File: config.mk
export PLATFORM = sky130hd
export DESIGN_NAME = axi_rd_cmd_arb
export DESIGN_NICKNAME = d
export VERILOG_FILES = /design/src/rtl/axi_rd_cmd_arb.sv
export SDC_FILE = /design/constraint.sdc
export NUM_CORES = 1
export LEC_CHECK = 0
export CAP_MARGIN = 20
export CORE_MARGIN = 1
export CORE_UTILIZATION = 42
export CTS_CLUSTER_DIAMETER = 30
export CTS_CLUSTER_SIZE = 24
export DETAILED_ROUTE_END_ITERATION = 8
export PLACE_DENSITY = 0.9
export SETUP_SLACK_MARGIN = 0.1
export SYNTH_ARGS = -nofsm -noshare
export SYNTH_HDL_FRONTEND = slang
export SYNTH_SLANG_ARGS = --single-unit
File: constraint.sdc
create_clock -name clk -period 4.6 [get_ports clk]
set_input_delay 0.92 -clock clk [delete_from_list [all_inputs] [get_ports clk]]
set_output_delay 0.92 -clock clk [all_outputs]
set_load 0.01 [all_outputs]
File: src/rtl/axi_rd_cmd_arb.sv
// Two-requester arbiter for the DRAM read-command port, plus an in-order owner FIFO
// that steers returning read data. Optional starvation guard: define ARB_STARVE_GUARD_EN.
module axi_rd_cmd_arb #(
  parameter int OUTSTANDING  = 4,
  parameter int STARVE_LIMIT = 4
) (
  input  logic        clk,
  input  logic        rst_n,
  input  logic        req0_kick,
  input  logic [31:0] req0_addr,
  input  logic [31:0] req0_num,
  output logic        req0_busy,
  input  logic        req1_kick,
  input  logic [31:0] req1_addr,
  input  logic [31:0] req1_num,
  output logic        req1_busy,
  output logic        m_kick,
  output logic [31:0] m_addr,
  output logic [31:0] m_num,
  input  logic        m_busy,
  input  logic        rd_last,
  output logic        rd_owner,
  output logic        rd_owner_valid,
  output logic        err_underflow
);

  localparam int PTR_W = (OUTSTANDING > 1) ? $clog2(OUTSTANDING) : 1;
  localparam int CNT_W = PTR_W + 1;

  typedef enum logic [1:0] {S_IDLE, S_ISSUE, S_WAIT_DONE} state_e;

  state_e             state_q, state_d;
  logic               grant_q, grant_d;
  logic [31:0]        m_addr_q, m_addr_d;
  logic [31:0]        m_num_q, m_num_d;
  logic [PTR_W-1:0]   wr_ptr_q, wr_ptr_d;
  logic [PTR_W-1:0]   rd_ptr_q, rd_ptr_d;
  logic [CNT_W-1:0]   count_q, count_d;
  logic               rd_owner_q, rd_owner_d;
  logic               rd_owner_valid_q, rd_owner_valid_d;
  logic               err_underflow_q, err_underflow_d;
  logic               fifo_mem [OUTSTANDING];

  logic push, pop, can_grant, win, starve_hit;

  assign can_grant = (state_q == S_IDLE) && (req0_kick || req1_kick) &&
                     (count_q < CNT_W'(OUTSTANDING));
  // Requester 1 wins when it is the only one asking or when the guard forces it.
  assign win = req0_kick ? starve_hit : 1'b1;

`ifdef ARB_STARVE_GUARD_EN
  localparam int SC_W = $clog2(STARVE_LIMIT + 1);
  logic [SC_W-1:0] starve_cnt_q, starve_cnt_d;

  assign starve_hit = req1_kick && (starve_cnt_q == SC_W'(STARVE_LIMIT));

  always_comb begin
    starve_cnt_d = starve_cnt_q;
    if (state_q == S_IDLE) begin
      if (!req1_kick)  starve_cnt_d = '0;
      else if (can_grant) starve_cnt_d = win ? '0 : starve_cnt_q + 1'b1;
    end
  end

  always_ff @(posedge clk or negedge rst_n) begin
    if (!rst_n) starve_cnt_q <= '0;
    else        starve_cnt_q <= starve_cnt_d;
  end
`else
  // Strict priority: the limit is only meaningful with the guard built in.
  assign starve_hit = (STARVE_LIMIT < 0);
`endif

  // NOTE: every variable gets its hold value first so no path through the case infers a latch.
  always_comb begin
    state_d  = state_q;
    grant_d  = grant_q;
    m_addr_d = m_addr_q;
    m_num_d  = m_num_q;
    push     = 1'b0;
    case (state_q)
      S_IDLE: begin
        if (can_grant) begin
          grant_d  = win;
          m_addr_d = win ? req1_addr : req0_addr;
          m_num_d  = win ? req1_num  : req0_num;
          state_d  = S_ISSUE;
        end
      end
      S_ISSUE: begin
        if (m_busy) begin
          push    = 1'b1;
          state_d = S_WAIT_DONE;
        end
      end
      S_WAIT_DONE: if (!m_busy) state_d = S_IDLE;
      default:     state_d = S_IDLE;
    endcase
  end

  always_comb begin
    pop             = rd_last && (count_q != '0);
    wr_ptr_d        = wr_ptr_q + PTR_W'(push);
    rd_ptr_d        = rd_ptr_q + PTR_W'(pop);
    count_d         = count_q + CNT_W'(push) - CNT_W'(pop);
    err_underflow_d = err_underflow_q || (rd_last && (count_q == '0));
    rd_owner_valid_d = (count_d != '0);
    // The new head may be the entry being written this very cycle.
    if (count_d == '0)                        rd_owner_d = 1'b0;
    else if (push && (rd_ptr_d == wr_ptr_q))  rd_owner_d = grant_q;
    else                                      rd_owner_d = fifo_mem[rd_ptr_d];
  end

  // NOTE: sequential state uses non-blocking assignments so all flops update together.
  always_ff @(posedge clk or negedge rst_n) begin
    if (!rst_n) begin
      state_q          <= S_IDLE;
      grant_q          <= 1'b0;
      m_addr_q         <= '0;
      m_num_q          <= '0;
      wr_ptr_q         <= '0;
      rd_ptr_q         <= '0;
      count_q          <= '0;
      rd_owner_q       <= 1'b0;
      rd_owner_valid_q <= 1'b0;
      err_underflow_q  <= 1'b0;
    end else begin
      state_q          <= state_d;
      grant_q          <= grant_d;
      m_addr_q         <= m_addr_d;
      m_num_q          <= m_num_d;
      wr_ptr_q         <= wr_ptr_d;
      rd_ptr_q         <= rd_ptr_d;
      count_q          <= count_d;
      rd_owner_q       <= rd_owner_d;
      rd_owner_valid_q <= rd_owner_valid_d;
      err_underflow_q  <= err_underflow_d;
    end
  end

  // NOTE: FIFO storage is not reset; emptiness is defined by the pointers and count alone.
  always_ff @(posedge clk) begin
    if (push) fifo_mem[wr_ptr_q] <= grant_q;
  end

  assign m_kick         = (state_q == S_ISSUE);
  assign m_addr         = m_addr_q;
  assign m_num          = m_num_q;
  assign req0_busy      = m_busy && !grant_q && (state_q != S_IDLE);
  assign req1_busy      = m_busy &&  grant_q && (state_q != S_IDLE);
  assign rd_owner       = rd_owner_q;
  assign rd_owner_valid = rd_owner_valid_q;
  assign err_underflow  = err_underflow_q;

endmodule
==> run summary <==
### Status
- run status: completed

### Synthesis
- syn_area_per_cell: 10.8 sq um
- leading area contributor after synthesis: sky130_fd_sc_hd__dfrtp_1
- synth top area cells: sky130_fd_sc_hd__dfrtp_1, sky130_fd_sc_hd__mux2i_1, sky130_fd_sc_hd__o21ai_0
- count of unique library cells instantiated by Yosys: 25
- Post-Synthesis Net Count: 478
- area share of the largest cell type after synthesis: 0.526
- post-synthesis register bit count: 81
- number of warning messages in the yosys log: 0
- Synth Instances: 339
- portion of the post-synthesis area used by sequential elements: 0.559
- post-synthesis instance area: 3660 sq um

### STA
- Sum Neg Setup Slack: 0 ns
- maximum clock frequency: 308 MHz
- clock skew after layout: 0.0127 ns
- final critical-path share of the clock period: 0.706
- transition time of the tightest slew-check pin: 1.10 ns
- max_slew headroom: 0.264
- final count of pins violating max slew: 0
- post-layout min period: 3.25 ns
- RSZ-0062 raised after global routing: false
- final count of negative-setup-slack endpoints: 0
- number of failing hold endpoints at the final stage: 0

### Worst setup path
- highest net fanout along the worst path: 6
- start point of the critical path: m_busy
- Crit Reg-Reg Startpoint: state_q[1]
- crit-path leading delay family: adder cells
- critical path data required time: 4.82 ns
- cell with the largest stage delay on the worst path: sky130_fd_sc_hd__clkdlybuf4s50_1
- CP peak stage delay: 0.51 ns
- number of buffers and inverters on the critical path: 3
- critical-path cell list: clkdlybuf4s50_1 -> and3b_1 -> inv_1 -> ha_1 -> inv_1 -> ha_1 -> fa_1 -> xor2_1 -> xnor2_1 -> or3_4 -> a21boi_0
- CP endpoint kind: flip-flop
- arrival time of data at the critical path endpoint: 3.47 ns
- kind of launch point of the worst setup path: input port
- crit path kind: input port to flip-flop

### Flow run
- max-cap violation count: 0

### GRT
- gr ovfl total: 0
- antenna violations before repair: 0
- pin count of the biggest net entering global routing: 105
- number of global-route vias before repair: 3044
- global-route wire length before repair: 14300 microns
- global router's overall resource usage: 0.211

### Clocking
- total CTS buffers: 9
- clock input transition at the sequential cells of the worst setup and hold paths: 0.08 ns
- clock latency of the later-clocked register in the worst-skew pair: 0.34 ns
- CTS max path bufs: 2
- number of buffers inserted to repair setup after CTS: 0
- CTS H-tree depth: 3
- CTS hold repair buffers: 0
- post-CTS resize count: 0
- TritonCTS clock tree: done
- Root Buffer: sky130_fd_sc_hd__clkbuf_8
- Clock Sink Count: 81

### Die
- chip height: 95.4 microns
- die area: 9100 sq um
- placeable core region: 8340 sq um
- row count: 33
- total I/O pin count: 204
- die extent in x: 95.4 microns
- Initial Utilization: 0.439

### Layout
- fraction of layout cells with a size suffix above 1: 0.0372
- fraction of the core area covered by cells at the end of the flow: 0.716
- number of antenna repair diodes: 0
- area of combinational cells with multiple inputs: 1500 sq um
- register area: 2050 sq um
- Final Net Count: 671
- Area Growth Syn to Fin: 63.0%
- total of fill cells in the finished design: 618

### Placement
- HPWL after detailed placement: 7270 microns
- Routability Congestion: 0.759
- number of port buffers: 203

### Routing
- Antenna Nets Post-Route: 0
- drt via density: 4.87
- total DRC errors in the routed layout: 0
- Initial DRT Pass Iterations: 4
- Iteration-0 DRC Markers: 58
- DR vias: 3127
- wire length per cell: 14.6 microns
- routed wire length: 9400 microns

### Worst hold path
- worst min-delay path startpoint: err_underflow
- Hold WC Path Type: flip-flop to flip-flop

### Power and ir drop
- post-route total power: 3.38 mW
- leakage power: 2.67 nW
- Peak VDD IR: 0.294 mV
- P per Cell Area: 566 nW/um^2

==> final timing paths <==
check	cells past startpoint	slack, ns	to
hold / removal	1	0.46	err_underflow
setup reg to reg	10	1.97	rd_owner
setup / recovery	11	1.35	rd_owner
hold reg to reg	1	0.46	err_underflow
max in group asynchronous	1	3.28	m_num[3]
min in group asynchronous	1	0.70	err_underflow
==> cell families (layout without fill, tap and decap cells) <==
group	after synthesis	after routing	synth area share
AO/OA/AOI/OAI	72	72	0.100
AND/OR/NAND/NOR	82	82	0.0918
buffers and inverters	28	226	0.0348
multiplexers	65	65	0.181
flip-flops	81	81	0.559
adder cells (fa/ha/maj)	5	5	0.0191
XOR/XNOR	6	6	0.0143
==> synthesized netlist by cell type <==
cell type and count:
sky130_fd_sc_hd__a21boi_0 2, sky130_fd_sc_hd__a21o_1 1, sky130_fd_sc_hd__and3_1 1, sky130_fd_sc_hd__and3b_1 1, sky130_fd_sc_hd__buf_2 15, sky130_fd_sc_hd__buf_4 1
sky130_fd_sc_hd__clkbuf_1 6, sky130_fd_sc_hd__dfrtp_1 77, sky130_fd_sc_hd__edfxtp_1 4, sky130_fd_sc_hd__fa_1 1, sky130_fd_sc_hd__ha_1 4, sky130_fd_sc_hd__inv_1 6
sky130_fd_sc_hd__mux2i_1 64, sky130_fd_sc_hd__mux4_2 1, sky130_fd_sc_hd__nand2_1 68, sky130_fd_sc_hd__nand2b_1 2, sky130_fd_sc_hd__nor2_1 4, sky130_fd_sc_hd__nor2b_1 1
sky130_fd_sc_hd__nor3_1 3, sky130_fd_sc_hd__o21ai_0 67, sky130_fd_sc_hd__o21ai_1 2, sky130_fd_sc_hd__or3_1 1, sky130_fd_sc_hd__or3_4 1, sky130_fd_sc_hd__xnor2_1 2
sky130_fd_sc_hd__xor2_1 4
==> cell type report <==
| class | count | share of cell area |
|---|---|---|
| well taps | 105 | 0.0220 |
| flip-flops and latches | 81 | 0.343 |
| multi-input cells | 230 | 0.251 |
| clock buffers | 11 | 0.0220 |
| clock inverters | 5 | 0.0174 |
| inverters | 6 | 0.00377 |
| repair buffers | 204 | 0.341 |
==> state kept, by name, indices dropped and copies added (netlist names), 2 cells and up <==
signal	cells
m_addr	32
m_num	32
fifo_mem	4
count_q	3
rd_ptr_q	2
state_q	2
wr_ptr_q	2
==> cell usage in the layout (no fill, tap or decap), types with 2 or more instances in the layout <==
cell | Yosys | final
sky130_fd_sc_hd__a21boi_0 | 2 | 2
sky130_fd_sc_hd__buf_4 | 1 | 3
sky130_fd_sc_hd__bufinv_16 | 0 | 3
sky130_fd_sc_hd__ha_1 | 4 | 4
sky130_fd_sc_hd__nand2b_1 | 2 | 2
sky130_fd_sc_hd__dfrtp_1 | 77 | 77
sky130_fd_sc_hd__o21ai_0 | 67 | 67
sky130_fd_sc_hd__clkdlybuf4s50_1 | 0 | 201
sky130_fd_sc_hd__nand2_1 | 68 | 68
sky130_fd_sc_hd__clkbuf_8 | 0 | 9
sky130_fd_sc_hd__edfxtp_1 | 4 | 4
sky130_fd_sc_hd__mux2i_1 | 64 | 64
sky130_fd_sc_hd__nor2_1 | 4 | 4
sky130_fd_sc_hd__nor3_1 | 3 | 3
sky130_fd_sc_hd__xnor2_1 | 2 | 2
sky130_fd_sc_hd__xor2_1 | 4 | 4
sky130_fd_sc_hd__clkbuf_1 | 6 | 2
sky130_fd_sc_hd__inv_1 | 6 | 6
==> per-layer routing <==
metal / GRT usage / wire [microns] / vias up
met1: 0.238 / 3520 / 1438
met2: 0.374 / 5020 / 127
met3: 0.0598 / 694 / 15
met4: 0.0871 / 169 / 0
met5: 0 / 0 / -
li1: - / - / 1547
==> per-stage QoR <==
stage          cells  worst slack, ns  hold WS [ns]  instance area (sq um)
6_report         642             1.35         0.462                   5970
5_1_grt          642             1.22         0.496                   5970
4_1_cts          642             1.35         0.465                   5970
3_5_place_dp     626            0.978         0.450                   5740
3_3_place_gp     626             1.12         0.439                   5740
2_1_floorplan    339             1.68         0.465                   3660
==> where the power goes <==
group | internal [mW] | total (mW) | switching [mW] | leakage, nW
registers | 1.06 | 1.25 | 0.189 | 0.982
clock network | 0.361 | 0.603 | 0.242 | 0.118
logic | 0.823 | 1.53 | 0.704 | 1.57
Note: power is estimated with default switching activity, not from simulation.
